**config.mk**
```make
export PLATFORM = sky130hd
export DESIGN_NAME = regfile_sb_flat
export DESIGN_NICKNAME = d
export VERILOG_FILES = /design/src/rtl/core_pkg.sv /design/src/rtl/regfile_sb_if.sv /design/src/rtl/regfile_sb_scoreboard.sv /design/src/rtl/regfile_sb.sv /design/src/flat_wrapper.sv
export SDC_FILE = /design/constraint.sdc
export NUM_CORES = 2
export LEC_CHECK = 0
export CORE_MARGIN = 1
export CORE_UTILIZATION = 50
export DETAILED_ROUTE_END_ITERATION = 12
export PLACE_DENSITY = 0.65
export REMOVE_ABC_BUFFERS = 1
export SKIP_LAST_GASP = 1
export SLEW_MARGIN = 20
export SYNTH_ARGS = -nofsm -noshare
export SYNTH_HDL_FRONTEND = slang
export SYNTH_SLANG_ARGS = --single-unit
```
**constraint.sdc**
```tcl
create_clock -name clkin -period 6.1 [get_ports clkin]
set_input_delay 1.83 -clock clkin [delete_from_list [all_inputs] [get_ports clkin]]
set_output_delay 1.83 -clock clkin [all_outputs]
set_load 0.01 [all_outputs]
```
**src/rtl/core_pkg.sv**
```systemverilog
// Shared core definitions: default integer register file geometry and the
// register-index type used by decode, issue and writeback.
package core_pkg;

  localparam int XLEN  = 32;
  localparam int NREGS = 32;
  localparam int AW    = $clog2(NREGS);

  typedef logic [AW-1:0] reg_idx_t;

endpackage

```
**src/rtl/regfile_sb_if.sv**
```systemverilog
// Register file bus: writeback, read ports and reservation, seen from the
// issue/writeback side (master) and from the register file (slave).
interface regfile_sb_if #(
  parameter int XLEN   = core_pkg::XLEN,
  parameter int NREGS  = core_pkg::NREGS,
  parameter int NUM_RD = 2
);

  localparam int AW = $clog2(NREGS);

  logic                     wr_en;
  logic [AW-1:0]            wr_idx_in;
  logic [XLEN-1:0]          wr_data_in;
  logic [NUM_RD*AW-1:0]     rd_idx_in;
  logic [NUM_RD*XLEN-1:0]   rd_data_out;
  logic [NUM_RD-1:0]        rd_busy_out;
  logic                     rsv_en;
  logic [AW-1:0]            rsv_idx_in;
  logic                     rsv_stall_out;
  logic [AW:0]              busy_cnt_out;

  modport master (
    output wr_en, wr_idx_in, wr_data_in, rd_idx_in, rsv_en, rsv_idx_in,
    input  rd_data_out, rd_busy_out, rsv_stall_out, busy_cnt_out
  );

  modport slave (
    input  wr_en, wr_idx_in, wr_data_in, rd_idx_in, rsv_en, rsv_idx_in,
    output rd_data_out, rd_busy_out, rsv_stall_out, busy_cnt_out
  );

endinterface

```
**src/rtl/regfile_sb_scoreboard.sv**
```systemverilog
// Per-register busy tracking: reservation from issue, release on writeback,
// WAW stall and a running count of busy registers.
module regfile_sb_scoreboard #(
  parameter int NREGS    = core_pkg::NREGS,
  parameter int NUM_RD   = 2,
  parameter int BYPASS   = 1,
  parameter int ZERO_REG = 1,
  localparam int AW      = $clog2(NREGS)
) (
  input  logic                 clk_i,
  input  logic                 rst_i,
  input  logic                 wr_en_i,
  input  logic [AW-1:0]        wr_idx_i,
  input  logic                 rsv_en_i,
  input  logic [AW-1:0]        rsv_idx_i,
  input  logic [NUM_RD*AW-1:0] rd_idx_i,
  output logic [NUM_RD-1:0]    rd_busy_o,
  output logic                 rsv_stall_o,
  output logic [AW:0]          busy_cnt_o
);

  localparam logic [AW:0] CNT_ONE = (AW+1)'(1);

  logic [NREGS-1:0] busy_q, busy_d;
  logic [AW:0]      cnt_q, cnt_d;
  logic             wr_live, wr_hit_rsv, rsv_set, inc, dec;
  logic [AW-1:0]    rd_sel;

  always_comb begin
    wr_live     = wr_en_i && !(ZERO_REG != 0 && wr_idx_i == '0);
    wr_hit_rsv  = wr_en_i && (wr_idx_i == rsv_idx_i);
    rsv_stall_o = rsv_en_i && busy_q[rsv_idx_i] && !wr_hit_rsv;
    rsv_set     = rsv_en_i && !rsv_stall_o && !(ZERO_REG != 0 && rsv_idx_i == '0);
    inc         = rsv_set && !busy_q[rsv_idx_i];
    // A release that coincides with a new reservation of the same register keeps the bit set.
    dec         = wr_live && busy_q[wr_idx_i] && !(rsv_set && wr_hit_rsv);

    busy_d = busy_q;
    if (wr_live) busy_d[wr_idx_i] = 1'b0;
    if (rsv_set) busy_d[rsv_idx_i] = 1'b1;

    cnt_d = cnt_q;
    if (inc && !dec)      cnt_d = cnt_q + CNT_ONE;
    else if (dec && !inc) cnt_d = cnt_q - CNT_ONE;
  end

  always_comb begin
    rd_busy_o = '0;
    rd_sel    = '0;
    for (int k = 0; k < NUM_RD; k++) begin
      rd_sel       = rd_idx_i[k*AW +: AW];
      rd_busy_o[k] = busy_q[rd_sel] && !(BYPASS != 0 && wr_en_i && wr_idx_i == rd_sel);
      if (ZERO_REG != 0 && rd_sel == '0) rd_busy_o[k] = 1'b0;
    end
  end

  always_ff @(posedge clk_i) begin
    if (rst_i) begin
      busy_q <= '0;
      cnt_q  <= '0;
    end else begin
      busy_q <= busy_d;
      cnt_q  <= cnt_d;
    end
  end

  assign busy_cnt_o = cnt_q;

endmodule

```
**src/rtl/regfile_sb.sv**
```systemverilog
// Parametrised integer register file with zero register, write-to-read
// bypass, optional registered reads and a busy scoreboard.
module regfile_sb #(
  parameter int XLEN     = core_pkg::XLEN,
  parameter int NREGS    = core_pkg::NREGS,
  parameter int NUM_RD   = 2,
  parameter int REG_RD   = 0,
  parameter int BYPASS   = 1,
  parameter int ZERO_REG = 1,
  localparam int AW      = $clog2(NREGS)
) (
  input  logic         clkin,
  input  logic         rst_in,
  regfile_sb_if.slave  bus
);

  logic [XLEN-1:0]        regs_q [NREGS];
  logic                   wr_live;
  logic [AW-1:0]          rd_sel;
  logic [NUM_RD*XLEN-1:0] rd_data_c;
  logic [NUM_RD-1:0]      rd_busy_c;

  assign wr_live = bus.wr_en && !(ZERO_REG != 0 && bus.wr_idx_in == '0);

  always_ff @(posedge clkin) begin
    if (rst_in) begin
      for (int i = 0; i < NREGS; i++) regs_q[i] <= '0;
    end else if (wr_live) begin
      regs_q[bus.wr_idx_in] <= bus.wr_data_in;
    end
  end

  always_comb begin
    rd_data_c = '0;
    rd_sel    = '0;
    for (int k = 0; k < NUM_RD; k++) begin
      rd_sel = bus.rd_idx_in[k*AW +: AW];
      if (ZERO_REG != 0 && rd_sel == '0)
        rd_data_c[k*XLEN +: XLEN] = '0;
      else if (BYPASS != 0 && bus.wr_en && bus.wr_idx_in == rd_sel)
        rd_data_c[k*XLEN +: XLEN] = bus.wr_data_in;
      else
        rd_data_c[k*XLEN +: XLEN] = regs_q[rd_sel];
    end
  end

  regfile_sb_scoreboard #(
    .NREGS    (NREGS),
    .NUM_RD   (NUM_RD),
    .BYPASS   (BYPASS),
    .ZERO_REG (ZERO_REG)
  ) u_sb (
    .clk_i       (clkin),
    .rst_i       (rst_in),
    .wr_en_i     (bus.wr_en),
    .wr_idx_i    (bus.wr_idx_in),
    .rsv_en_i    (bus.rsv_en),
    .rsv_idx_i   (bus.rsv_idx_in),
    .rd_idx_i    (bus.rd_idx_in),
    .rd_busy_o   (rd_busy_c),
    .rsv_stall_o (bus.rsv_stall_out),
    .busy_cnt_o  (bus.busy_cnt_out)
  );

  generate
    if (REG_RD != 0) begin : g_reg_rd
      logic [NUM_RD*XLEN-1:0] rd_data_q;
      logic [NUM_RD-1:0]      rd_busy_q;

      // Read stage: capture the bypassed read value, presented one cycle later.
      always_ff @(posedge clkin) begin
        if (rst_in) begin
          rd_data_q <= '0;
          rd_busy_q <= '0;
        end else begin
          rd_data_q <= rd_data_c;
          rd_busy_q <= rd_busy_c;
        end
      end

      assign bus.rd_data_out = rd_data_q;
      assign bus.rd_busy_out = rd_busy_q;
    end else begin : g_comb_rd
      assign bus.rd_data_out = rd_data_c;
      assign bus.rd_busy_out = rd_busy_c;
    end
  endgenerate

endmodule

```
**src/flat_wrapper.sv**
```systemverilog
// flat-port wrapper written by rule: the top's interface ports become plain ports
module regfile_sb_flat 
#(
  parameter int XLEN     = core_pkg::XLEN,
  parameter int NREGS    = core_pkg::NREGS,
  parameter int NUM_RD   = 2,
  parameter int REG_RD   = 0,
  parameter int BYPASS   = 1,
  parameter int ZERO_REG = 1,
  localparam int AW      = $clog2(NREGS)
)
  (clkin, rst_in, bus_wr_en, bus_wr_idx_in, bus_wr_data_in, bus_rd_idx_in, bus_rsv_en, bus_rsv_idx_in, bus_rd_data_out, bus_rd_busy_out, bus_rsv_stall_out, bus_busy_cnt_out);
  regfile_sb_if #(.XLEN(XLEN), .NREGS(NREGS), .NUM_RD(NUM_RD)) bus_i ();
  input  logic clkin;
  input  logic rst_in;
  input wire logic [$bits(bus_i.wr_en)-1:0] bus_wr_en;
  input wire logic [$bits(bus_i.wr_idx_in)-1:0] bus_wr_idx_in;
  input wire logic [$bits(bus_i.wr_data_in)-1:0] bus_wr_data_in;
  input wire logic [$bits(bus_i.rd_idx_in)-1:0] bus_rd_idx_in;
  input wire logic [$bits(bus_i.rsv_en)-1:0] bus_rsv_en;
  input wire logic [$bits(bus_i.rsv_idx_in)-1:0] bus_rsv_idx_in;
  output wire logic [$bits(bus_i.rd_data_out)-1:0] bus_rd_data_out;
  output wire logic [$bits(bus_i.rd_busy_out)-1:0] bus_rd_busy_out;
  output wire logic [$bits(bus_i.rsv_stall_out)-1:0] bus_rsv_stall_out;
  output wire logic [$bits(bus_i.busy_cnt_out)-1:0] bus_busy_cnt_out;
  assign bus_i.wr_en = bus_wr_en;
  assign bus_i.wr_idx_in = bus_wr_idx_in;
  assign bus_i.wr_data_in = bus_wr_data_in;
  assign bus_i.rd_idx_in = bus_rd_idx_in;
  assign bus_i.rsv_en = bus_rsv_en;
  assign bus_i.rsv_idx_in = bus_rsv_idx_in;
  assign bus_rd_data_out = bus_i.rd_data_out;
  assign bus_rd_busy_out = bus_i.rd_busy_out;
  assign bus_rsv_stall_out = bus_i.rsv_stall_out;
  assign bus_busy_cnt_out = bus_i.busy_cnt_out;
  regfile_sb #(.XLEN(XLEN), .NREGS(NREGS), .NUM_RD(NUM_RD), .REG_RD(REG_RD), .BYPASS(BYPASS), .ZERO_REG(ZERO_REG)) u_core (.clkin(clkin), .rst_in(rst_in), .bus(bus_i));
endmodule
```
==> results.md <==
- Outcome: finished, violations left
- Failing checks: DRC, setup timing
- Critical path type: in2out
- Area of the die: 117000 µm²
- Logic pwr share: 15.2%
- RSZ-0062 raised after global routing: yes
- I/O pins: 129
- Worst Hold Class: reg2reg
- Ys async rst share: 0%
- Port-buffer cells: 128
- Initial core utilization: 50.4%
- Core area: 115000 µm²
- Hold path start: u_core.u_sb.busy_cnt_o[2]
- Total chip power: 18.5 mW
- Vias in the first global route: 39907
- Reg power frac: 46.6%
- DR DRC count: 20
- GRT Total Usage: 36.7%
- Yosys reg bits: 1062
- GRT overflow: 0
- CP endpoint kind: primary output
- Slew @ Worst Pin: 1.01 ns
- Vias per inst: 6.85
- Final Hold Violating Endpoints: 0
- LEAKAGE: 25.2 nW
- Yosys top cell area share: 53.2%
- Switching Fraction: 25.7%
- Clk root buf: clkbuf_16
- GP Congestion: 0.930
- Skew-Pair Late Insertion Delay: 0.72 ns
- Internal cell power: 13.7 mW
- Origin of the critical flop-to-flop path: u_core.u_sb.busy_q[23]
- Area leader, netlist: edfxtp_1
- Crit path top cell by count: buf_4
- Setup violators final: 4
- Clock share of power: 38.1%
- Slew headroom: 32.8%
- Cells after Synth: 4057
- Clock-pin slew on the worst setup and hold paths: 0.06 ns
- Post-Synth Adder-Cell Area: 0.143%
- Die height: 342 µm
- Mapped Area: 57800 µm²
- Std cell rows: 124
- EDFF count, synth: 1024
- Crit path cell chain: buf_16 -> buf_4 -> buf_16 -> mux4_2 -> a22o_1 -> a211oi_2 -> buf_4 -> a21oi_2 -> buf_4 -> a22o_1 -> dlygate4sd2_1
- Area of the multi-input gates: 25000 µm²
- First DRT Iteration DRCs: 6506
- Worst Hold Depth: 2
- Total CTS buffers: 115
- CP peak stage delay: 0.58 ns
- Worst Path Buf+Inv: 6
- Final Max Tran Viols: 0
- Wire per inst: 35.8 µm
- TNS Setup: -0.0711 ns
- Hold slack: 0.525 ns
- Die Wd: 342 µm
- Top cells by area, synth: edfxtp_1, mux4_2, and2_1
- Multiplexer area fraction after synthesis: 21.1%
- Final Critical Period: 6.12 ns
- Antenna Violating Nets Remaining: 0
- DR vias: 41284
- TritonCTS Sinks: 1062
- Net switching power: 4.75 mW
- Crit-path slowest cell: mux4_2
- DP HPWL: 141000 µm
- Final net count: 4485
- Initial antenna violation count: 14
- First-pass GRT wire length: 300000 µm
- Largest net degree at the start of global routing: 58
- Yosys warnings: 0
- Top_reg_cell synth: edfxtp_1
- Synth Area in Compound Gates: 6.76%
- Pwr Density: 267 nW/µm²
- FILL cells: 8641
- Cell variety after synth: 64
- Worst Path Arrival: 4.29 ns
- Longest Clk Path Bufs: 3
- Largest family of logic cells by synthesized area: multiplexers
- FF-to-FF setup slack: 2.47 ns
- Share of cells above drive strength 1: 29.4%
- Synth Area in XOR/XNOR: 0.288%
- Crit start category: primary input
- Crit path required time: 4.27 ns
- Reg area: 31500 µm²
- Worst Hold End: u_core.u_sb.busy_cnt_o[2]
- End-of-flow core utilization: 60.5%
- H-tree lvl count: 3
- Drt total wl: 216000 µm
- Worst reg2reg path depth: 15
- Sequential cell area fraction in the yosys report: 54.5%
- Max-Cap Viols: 0
- Worst R2R End: u_core.u_sb.busy_cnt_o[5]
- Setup ws final: -0.0243 ns
- Critical Path Fanout Max: 8
- Syn Area/Cell: 14.2 µm²
- Layout area overhead: 20.0%
- Simple-gate share of the synthesized area: 13.5%
- Maximum VDD drop: 0.000238 V
- Fmax: 0.163 GHz
- CTS tree: done
- Drt pass-1 iters: 9
- Cell family with most CP delay: buffers and inverters
- Cts hold-fix bufs: 0
- Final worst path period share: 100%
- Clk_skew: 0.00994 ns
[cells in the mapped netlist, drive strengths merged, types with 4 or more instances]
| cell type | count |
|---|---|
| inv | 34 |
| a221oi | 19 |
| nand2b | 8 |
| a22o | 61 |
| dfxtp | 38 |
| edfxtp | 1024 |
| a2bb2oi | 5 |
| o21ai | 33 |
| or3 | 6 |
| ha | 5 |
| a221o | 6 |
| buf | 135 |
| and3 | 5 |
| nand3 | 41 |
| a32o | 43 |
| nor3b | 9 |
| clkbuf | 310 |
| nor2 | 72 |
| o221ai | 31 |
| o311ai | 12 |
| nor2b | 12 |
| mux2i | 189 |
| nand3b | 8 |
| or2 | 5 |
| mux2 | 15 |
| a211oi | 60 |
| a22oi | 87 |
| nand4 | 4 |
| a21oi | 88 |
| o22ai | 64 |
| o2111ai | 5 |
| xnor2 | 14 |
| nor3 | 9 |
| nand2 | 92 |
| and3b | 5 |
| nor4 | 15 |
| xor2 | 5 |
| o22a | 5 |
| and2 | 1005 |
| mux4 | 449 |
| or3b | 8 |
[cell families after synthesis]
kind of cell,count (synthesis)
fa+ha+maj,6
xor+xnor,19
other cells,1
flops,1062
compound gates,530
buf+inv,480
simple gates,1306
mux,653
[layout make-up]
class                   count  share of cell area (%)
clock inverters            62                   0.926
repair buffers            662                    10.1
well taps                1512                    2.73
clock buffers             146                    4.46
diodes                      4                  0.0144
multi-input cells        2547                    36.1
inverters                  35                   0.190
flip-flops and latches   1062                    45.5
[what timing repair did]
action	4_1_cts	5_1_grt
cloned	7	2
buffers inserted	18	21
hold endpoints to repair	0	0
setup endpoints to repair	65	41
gates resized for setup	129	73
pin swaps	9	13
[registers in the layout, indices dropped and copies added (netlist names)]
register,flops
u_core.u_sb.busy_q,32
u_core.regs_q,1024
u_core.u_sb.busy_cnt_o,6
[power by group through the flow]
| stage | clock network, mW | registers (mW) | logic [mW] |
|---|---|---|---|
| floorplan | 0 | 8.68 | 1.16 |
| global placement | 0 | 8.72 | 2.63 |
| detailed placement | 0 | 8.75 | 2.64 |
| CTS | 7.05 | 8.60 | 2.72 |
| global route | 7.32 | 8.65 | 2.89 |
| finish | 7.05 | 8.61 | 2.81 |
[cells in the final DEF (no fill, tap or decap), types with 13 or more instances in the layout]
master and instances:
nor2_1 38, nor2_4 32, buf_6 18, buf_12 102
clkbuf_1 23, a22o_1 57, clkbuf_16 120, mux2_2 15
edfxtp_1 1024, dlygate4sd2_1 24, a211oi_1 42, and2_1 1003
dlymetal6s2s_1 28, inv_2 31, a21oi_1 79, o21ai_0 21
nand2_1 89, buf_4 402, clkinv_2 20, a221oi_1 17
a211oi_2 13, clkdlybuf4s50_1 65, o22ai_1 63, mux4_2 449
xnor2_1 14, conb_1 32, o221ai_1 30, a22oi_1 84
a32o_1 41, mux2i_1 189, nand3_1 35, clkinv_1 21
dfxtp_1 38
[metrics by stage]
stage	instance area, µm²	instances	setup slack [ns]
floorplan	55900	3643	-0.803
global placement	64200	5771	-0.477
detailed placement	64200	5771	-0.467
CTS	68800	6004	-0.0890
global route	69300	6026	-0.104
finish	69300	6030	-0.0243
[worst register-to-register path, cell delays in order, from the launching register on]
cell,delay (ns)
dfxtp_1,0.35
mux2i_1,0.20
o22ai_1,0.10
nor4_1,0.44
mux2i_1,0.16
buf_4,0.16
nor2_1,0.19
ha_1,0.30
inv_1,0.17
ha_1,0.30
a21o_1,0.17
a21oi_1,0.26
o21ai_0,0.11
o311ai_0,0.12
buf_4,0.18
mux2_2,0.31
[layer usage]
layer  track usage [%]  routed length [µm]  up-vias
li1                  -                   -    16406
met3              9.72               29000      614
met4              18.0               11600        8
met5                 0                  50        -
met2              56.0               97600     3164
met1              48.9               77600    21092
[worst max-delay path by stage]
stage | from | endpoint | slack (ns) | cells past startpoint
2_1_floorplan | bus_rd_idx_in[8] | bus_rd_data_out[32] | -0.80 | 4
3_3_place_gp | bus_rd_idx_in[7] | bus_rd_data_out[48] | -0.48 | 12
3_5_place_dp | bus_rd_idx_in[7] | bus_rd_data_out[48] | -0.47 | 12
4_1_cts | bus_rd_idx_in[5] | bus_rd_data_out[54] | -0.09 | 9
5_1_grt | bus_rd_idx_in[5] | bus_rd_data_out[53] | -0.10 | 8
6_report | bus_rd_idx_in[5] | bus_rd_data_out[35] | -0.02 | 11
No activity file was read; power rests on OpenSTA's default activity.
